## src/rtl/adder_pkg.sv

```systemverilog
// adder_pkg
//   Shared definitions for the bit-serial adder.
//   - DEFAULT_WIDTH : default operand / sum width in bits
//   - state_t and ST_IDLE / ST_RUN / ST_DONE : controller state encoding
package adder_pkg;

  localparam int DEFAULT_WIDTH = 8;

  typedef logic [1:0] state_t;

  localparam state_t ST_IDLE = 2'd0;
  localparam state_t ST_RUN  = 2'd1;
  localparam state_t ST_DONE = 2'd2;

endpackage

```

## src/rtl/fa_cell.sv

```systemverilog
// fa_cell
//   One-bit full adder used as the arithmetic core of the serial adder.
//   Ports:
//     a, b  : operand bits
//     cin   : carry in
//     s     : sum bit
//     cout  : carry out
module fa_cell (
  input  logic a,
  input  logic b,
  input  logic cin,
  output logic s,
  output logic cout
);

  assign s    = a ^ b ^ cin;
  assign cout = (a & b) | (cin & (a ^ b));

endmodule

```

## src/rtl/serial_adder.sv

```systemverilog
// serial_adder
//   Bit-serial unsigned adder. A start request captures both operands and the
//   carry-in, then one bit is summed per clock through a single full-adder
//   cell, LSB first. After WIDTH run cycles the result is published on s/cout
//   and done pulses for one cycle.
//   Ports:
//     clk    : rising-edge clock
//     rst_n  : asynchronous active-low reset
//     start  : begin an addition (accepted in IDLE or DONE)
//     a, b   : unsigned operands, sampled when start is accepted
//     cin    : carry in, sampled when start is accepted
//     busy   : high while the addition is running
//     done   : one-cycle pulse when s/cout carry a new result
//     s      : registered sum
//     cout   : registered carry out of the top bit
module serial_adder
  import adder_pkg::*;
#(
  parameter int WIDTH = DEFAULT_WIDTH
) (
  input  logic             clk,
  input  logic             rst_n,
  input  logic             start,
  input  logic [WIDTH-1:0] a,
  input  logic [WIDTH-1:0] b,
  input  logic             cin,
  output logic             busy,
  output logic             done,
  output logic [WIDTH-1:0] s,
  output logic             cout
);

  localparam int CW = $clog2(WIDTH + 1);
  // Counter value seen on the final run edge; the counter ends at WIDTH,
  // which still fits in CW bits, so it never wraps.
  localparam logic [CW-1:0] LAST_BIT = CW'(WIDTH - 1);

  state_t           state_q, state_d;
  logic [WIDTH-1:0] a_sh_q, a_sh_d;
  logic [WIDTH-1:0] b_sh_q, b_sh_d;
  logic [WIDTH-1:0] psum_q, psum_d;
  logic [WIDTH-1:0] s_q, s_d;
  logic             carry_q, carry_d;
  logic             cout_q, cout_d;
  logic [CW-1:0]    cnt_q, cnt_d;

  logic             fa_s;
  logic             fa_cout;
  logic [WIDTH-1:0] psum_shift;

  fa_cell u_fa (
    .a    (a_sh_q[0]),
    .b    (b_sh_q[0]),
    .cin  (carry_q),
    .s    (fa_s),
    .cout (fa_cout)
  );

  // New sum bit enters at the MSB; after WIDTH shifts bit 0 holds the LSB.
  // Written on a WIDTH+1 vector so it also works for WIDTH=1.
  assign psum_shift = WIDTH'({fa_s, psum_q} >> 1);

  always_comb begin
    state_d = state_q;
    a_sh_d  = a_sh_q;
    b_sh_d  = b_sh_q;
    psum_d  = psum_q;
    carry_d = carry_q;
    cnt_d   = cnt_q;
    s_d     = s_q;
    cout_d  = cout_q;

    case (state_q)
      ST_RUN: begin
        a_sh_d  = a_sh_q >> 1;
        b_sh_d  = b_sh_q >> 1;
        psum_d  = psum_shift;
        carry_d = fa_cout;
        cnt_d   = cnt_q + CW'(1);
        if (cnt_q == LAST_BIT) begin
          s_d     = psum_shift;
          cout_d  = fa_cout;
          state_d = ST_DONE;
        end
      end
      // IDLE and DONE both accept a new request; any unused encoding
      // falls back to IDLE.
      default: begin
        if (start) begin
          a_sh_d  = a;
          b_sh_d  = b;
          psum_d  = '0;
          carry_d = cin;
          cnt_d   = '0;
          state_d = ST_RUN;
        end else begin
          state_d = ST_IDLE;
        end
      end
    endcase
  end

  always_ff @(posedge clk or negedge rst_n) begin
    if (!rst_n) begin
      state_q <= ST_IDLE;
      a_sh_q  <= '0;
      b_sh_q  <= '0;
      psum_q  <= '0;
      carry_q <= 1'b0;
      cnt_q   <= '0;
      s_q     <= '0;
      cout_q  <= 1'b0;
    end else begin
      state_q <= state_d;
      a_sh_q  <= a_sh_d;
      b_sh_q  <= b_sh_d;
      psum_q  <= psum_d;
      carry_q <= carry_d;
      cnt_q   <= cnt_d;
      s_q     <= s_d;
      cout_q  <= cout_d;
    end
  end

  assign busy = (state_q == ST_RUN);
  assign done = (state_q == ST_DONE);
  assign s    = s_q;
  assign cout = cout_q;

endmodule

```

## config.mk

```make
export PLATFORM = sky130hd
export DESIGN_NAME = serial_adder
export DESIGN_NICKNAME = d
export VERILOG_FILES = /design/src/rtl/adder_pkg.sv /design/src/rtl/fa_cell.sv /design/src/rtl/serial_adder.sv
export SDC_FILE = /design/constraint.sdc
export NUM_CORES = 1
export LEC_CHECK = 0
export ABC_AREA = 1
export BUFFER_PORTS_ARGS = -buffer_cell sky130_fd_sc_hd__buf_2
export CORE_MARGIN = 4
export CORE_UTILIZATION = 58
export DETAILED_ROUTE_END_ITERATION = 10
export PLACE_DENSITY_LB_ADDON = 0.2
export SLEW_MARGIN = 20
export SYNTH_ARGS = -nofsm -noshare
export SYNTH_HDL_FRONTEND = slang
export SYNTH_SLANG_ARGS = --single-unit
export TNS_END_PERCENT = 1
```

## constraint.sdc

```tcl
create_clock -name clk -period 1.8 [get_ports clk]
set_input_delay 0.54 -clock clk [delete_from_list [all_inputs] [get_ports clk]]
set_output_delay 0.54 -clock clk [all_outputs]
set_load 0.05 [all_outputs]
```

==> run summary, run 1 <==
Worst Path Max Fanout: 3
post_cts resized: 0
Worst setup SP type: flip-flop
synthesized cell area: 1680 µm²
clock slew at reported path FFs: 0.12 ns
CTS Root Cell: clkbuf_4
fin crit share: 95.2%
PwrDens: 1780 nW/µm²
clock network power share: 12.7%
via count: 1,343
crit path time final: 1.71 ns
cts bufs inserted: 5
gpl congestion: 0.777
P_sw: 1.54 mW
max-slew violations: 0
hold crit path type: in -> async
CTS tree: yes
I/O Pins: 31
Netlist cell types: 17
footprint of the multi-input gates: 604 µm²
Fin. Hold Viols: 0
die area: 3810 µm²
Clock Latency Late Sink: 0.34 ns
sequential fraction of the synthesis area: 58.2%
Starting Density: 60.8%
placed inst area: 1860 µm²
vias per inst: 5.29
Switching Share: 45.1%
Die Y: 61.8 µm
GRT Overall Usage: 20.0%
final setup vio count: 0
Logic pwr share: 44.4%
n_diodes: 0
standard-cell rows: 19
initial antenna violation count: 0
Post-Synth XOR/XNOR Area: 0%
Fillers: 235
FMAX: 0.583 GHz
Post-DP HPWL: 2530 µm
hold slack final: 0.134 ns
RSZ-0062 raised after global routing: no
Post-CTS Setup Bufs: 0
largest family of logic cells by synthesized area: simple AND/OR/NAND/NOR gates
H-tree depth: 2
simple-gate share of the synthesized area: 31.0%
most frequent cells in the layout: 76 x nand2_1, 39 x dfrtp_1, 33 x nand3_1
PortBufs: 30
pin count of the biggest net entering global routing: 23
clk buf depth: 2
DRC viols: 0
proportion of synthesized area in mux cells: 0%
setup slack, reg-to-reg: 0.48 ns
overall routed net length: 3290 µm
worst slew pin tran: 0.446 ns
P_int: 1.88 mW
clk_skew: 0.0170 ns
Mapped Avg Cell Area: 9.01 µm²
Slew headroom: 70.3%
outcome: finished, final reports clean
share of cells above drive strength 1: 22.0%
drt first pass iters: 4
Non-Filler Cell Area, Final: 1920 µm²
Hold Buf Count CTS: 0
Post-Syn Nets: 208
#FFs+latches synth: 39
MaxCap Viol Count: 0
CP Capture Type: primary output
commonest non-fill, non-tap cell in the layout: nand2_1
sequential share of power: 42.9%
global route total overflow: 0
Worst Setup SP: state_q[0]
Antenna Nets Post-Route: 0
maximum VDD drop: 1200 µV
critical register-to-register path startpoint: cnt_q[0]
LEAKAGE: 1.03 nW
core area: 2760 µm²
Compound-Gate Fraction of Synth Area: 3.06%
Die X: 61.8 µm
Synth Area in Adders: 1.94%
Reg area: 976 µm²
data required time at the worst endpoint: 1.26 ns
Setup TNS: 0 ns
CP arrival: 1.17 ns
Wirelength per Cell: 12.9 µm
initial DRC count: 58
first-pass GRT wire length: 5670 µm
Layout Area Growth over Synthesis: 14.6%
Gate Count Post-Synth: 186
fin nets: 244
classification of the worst setup path: reg -> out
number of global-route vias before repair: 1,348
synth warn: 0
clk sinks: 39
[worst max-delay path, cell delays in order, from the launching register on]
cell,delay (ns)
dfrtp_1,0.39
inv_1,0.08
nor2_4,0.11
buf_2,0.28
[kinds of logic after synthesis]
kind of cell / Yosys count
adders and majority gates: 2
buffers and inverters: 17
and+or+nand+nor: 119
AOI/OAI and AO/OA: 9
DFF: 39
[worst paths after layout]
kind | to | depth (start not counted)
setup / recovery | busy | 3
max in group asynchronous | s[7] | 2
hold / removal | b_sh_q[3] | 1
setup reg to reg | s[6] | 5
min in group clk | a_sh_q[7] | 3
hold reg to reg | s[4] | 2
[cell usage after synthesis, drive strengths merged]
cell	instances	area share (%)
nand2	76	17
dfrtp	39	58
nand3	33	9.9
inv	10	2.2
nor2	8	3.1
buf	7	3.5
o22ai	5	1.9
o21ai	3	0.90
a21oi	1	0.30
fa	1	1.2
ha	1	0.75
nand3b	1	0.67
nand4	1	0.37
[registers in the layout (all words and copies together) (netlist names)]
name	flops
carry_q	1
a_sh_q	8
b_sh_q	8
cnt_q	4
psum_q	7
cout	1
state_q	2
s	8
[cell type report]
cell class                 count  area share (%)
sequential                    39            50.8
multi-input combinational    130            31.4
timing repair buffer          36            10.8
tap                           31            2.02
clock buffer                   5            1.95
inverter                      10            1.95
clock inverter                 3            1.04
[power groups by stage]
stage	logic (mW)	clock network (mW)	registers [mW]
final	1.52	0.437	1.47
after global routing	1.70	0.483	1.52
after CTS	1.54	0.447	1.47
after detailed placement	1.53	0	1.49
after global placement	1.46	0	1.47
after floorplan	0.916	0	1.70
[metal layers]
layer | vias up | track usage, % | wire length [µm]
met1 | 634 | 24.3 | 1370
met2 | 40 | 35.0 | 1670
met5 | - | 0 | 0
li1 | 667 | - | -
met3 | 2 | 5.58 | 221
met4 | 0 | 5.76 | 19
[metrics by stage]
stage	total power, mW	instances	utilization, %	setup slack (ns)
CTS	3.46	254	69.7	0.0612
global route	3.70	254	69.7	0.0131
global placement	2.92	246	67.6	0.453
floorplan	2.62	186	-	0.186
finish	3.43	254	69.7	0.0860
detailed placement	3.03	246	67.6	0.403
Power figures use the tool's default switching activity.
==> run 2: changes to the inputs <==
Settings changed: RECOVER_POWER set to 50.
==> run 2 against run 1 <==
Utilization shrank 0.95 points. Largest power group unchanged. Maximum frequency shrank 0.10%. Critical path type unchanged. Cell area shrank 1.4%. Hold slack gained 0.21 ns. Clock skew shrank 0.0017 ns. Count of clock-buffer cells in the layout is the same. Cell count is the same. Combinational power is essentially flat. First-iteration DRC count shrank 31%. Routed wire length is the same. Flip-flop and latch count is the same. Critical path depth is the same.
==> run summary, run 2 (synthesized netlist as in run 1, its figures left out) <==
outcome: finished, final reports clean (unchanged)
worst slew pin tran: 1.00 ns (was 0.446 ns)
number of global-route vias before repair: 1,348 (unchanged)
clk buf depth: 2 (unchanged)
cts bufs inserted: 5 (unchanged)
Starting Density: 60.8% (unchanged)
hold crit path type: in -> async (unchanged)
Layout Area Growth over Synthesis: 13.1% (was 14.6%)
Die X: 61.8 µm (unchanged)
PwrDens: 1790 nW/µm² (was 1780 nW/µm²)
DRC viols: 0 (unchanged)
fin crit share: 95.3% (was 95.2%)
Worst setup SP type: flip-flop (unchanged)
Die Y: 61.8 µm (unchanged)
drt first pass iters: 4 (unchanged)
Post-CTS Setup Bufs: 0 (unchanged)
most frequent cells in the layout: 76 x nand2_1, 39 x dfrtp_1, 33 x nand3_1 (unchanged)
Wirelength per Cell: 12.9 µm (unchanged)
maximum VDD drop: 1190 µV (was 1200 µV)
clk sinks: 39 (unchanged)
I/O Pins: 31 (unchanged)
H-tree depth: 2 (unchanged)
core area: 2760 µm² (unchanged)
clock network power share: 12.8% (was 12.7%)
Hold Buf Count CTS: 0 (unchanged)
PortBufs: 30 (unchanged)
final worst slack: 0.0843 ns (was 0.0860 ns)
overall routed net length: 3290 µm (unchanged)
Logic pwr share: 43.9% (was 44.4%)
clock slew at reported path FFs: 0.12 ns (about the same)
worst-path cell chain: inv_1 -> nor2_4 -> buf_2 (unchanged)
commonest non-fill, non-tap cell in the layout: nand2_1 (unchanged)
post_cts resized: 0 (unchanged)
Reg area: 976 µm² (unchanged)
Fillers: 237 (was 235)
FMAX: 0.583 GHz (about the same)
CTS Root Cell: clkbuf_4 (unchanged)
sequential share of power: 43.2% (was 42.9%)
MaxCap Viol Count: 0 (unchanged)
data required time at the worst endpoint: 1.26 ns (about the same)
Antenna Nets Post-Route: 0 (unchanged)
CP max stage delay: 0.39 ns (about the same)
DP Worst Slack: 0.403 ns (unchanged)
CP arrival: 1.18 ns (was 1.17 ns)
footprint of the multi-input gates: 597 µm² (was 604 µm²)
P_sw: 1.53 mW (was 1.54 mW)
Worst Path Max Fanout: 3 (unchanged)
Post-DP HPWL: 2530 µm (unchanged)
Clock Latency Late Sink: 0.34 ns (about the same)
placed inst area: 1860 µm² (unchanged)
classification of the worst setup path: reg -> out (unchanged)
initial antenna violation count: 0 (unchanged)
vias per inst: 5.26 (was 5.29)
global route total overflow: 0 (unchanged)
die area: 3810 µm² (unchanged)
P_int: 1.87 mW (was 1.88 mW)
standard-cell rows: 19 (unchanged)
Switching Share: 45.1% (about the same)
Fin. Hold Viols: 0 (unchanged)
RSZ-0062 raised after global routing: no (unchanged)
LEAKAGE: 1.02 nW (was 1.03 nW)
fin nets: 244 (unchanged)
hold slack final: 0.340 ns (was 0.134 ns)
first-pass GRT wire length: 5670 µm (unchanged)
via count: 1,336 (was 1,343)
clk_skew: 0.0153 ns (was 0.0170 ns)
gpl congestion: 0.777 (unchanged)
Slew headroom: 33.3% (was 70.3%)
GRT Overall Usage: 20.0% (unchanged)
final setup vio count: 0 (unchanged)
max-slew violations: 0 (unchanged)
Setup TNS: 0 ns (unchanged)
Non-Filler Cell Area, Final: 1900 µm² (was 1920 µm²)
share of cells above drive strength 1: 21.1% (was 22.0%)
CP Capture Type: primary output (unchanged)
Power Total: 3.40 mW (was 3.43 mW)
initial DRC count: 40 (was 58)
critical path's slowest cell: dfrtp_1 (unchanged)
crit path time final: 1.72 ns (was 1.71 ns)
CTS tree: yes (unchanged)
pin count of the biggest net entering global routing: 23 (unchanged)
n_diodes: 0 (unchanged)
run 2: path summary, 6_finish.rpt:
kind / startpoint / end / slack [ns] / cells after the start
max reg2reg: state_q[0] / a_sh_q[1] / 0.33 / 6
max in group asynchronous: rst_n / s[7] / 0.41 / 2
min reg2reg: s[4] / s[4] / 0.48 / 2
min in group clk: a[7] / a_sh_q[7] / 0.40 / 3
max: state_q[0] / busy / 0.08 / 3
min: rst_n / b_sh_q[3] / 0.34 / 1
run 2: per-layer routing:
metal,vias to the layer above,track usage (%),part of all wire (%)
met1,628,24.3,41
met4,0,5.76,0.58
met5,-,0,0
met3,2,5.58,6.5
met2,39,35.0,52
li1,667,-,-
run 2: layout make-up:
class                   count  share of cell area, %
flip-flops and latches     39                   51.5
clock buffers               5                   1.98
inverters                  10                   1.98
repair buffers             36                   9.97
well taps                  31                   2.05
multi-input cells         130                   31.5
clock inverters             3                   1.06
run 2: through the flow:
step / cells / util [%]
after floorplan: 186 / -
after global placement: 246 / 67.6
after detailed placement: 246 / 67.6
after CTS: 254 / 69.7
after global routing: 254 / 68.7
final: 254 / 68.7
run 2: power groups by stage:
stage / combinational (mW) / sequential, mW / clock [mW]
after CTS: 1.54 / 1.47 / 0.447
after detailed placement: 1.53 / 1.49 / 0
after global routing: 1.67 / 1.52 / 0.483
after global placement: 1.46 / 1.47 / 0
final: 1.49 / 1.47 / 0.436
after floorplan: 0.916 / 1.70 / 0
run 2: critical path: cells and delay by family (launching register included):
family	cells	cell delay (ns)
buffers and inverters	2	0.36
and+or+nand+nor	1	0.11
DFF	1	0.39
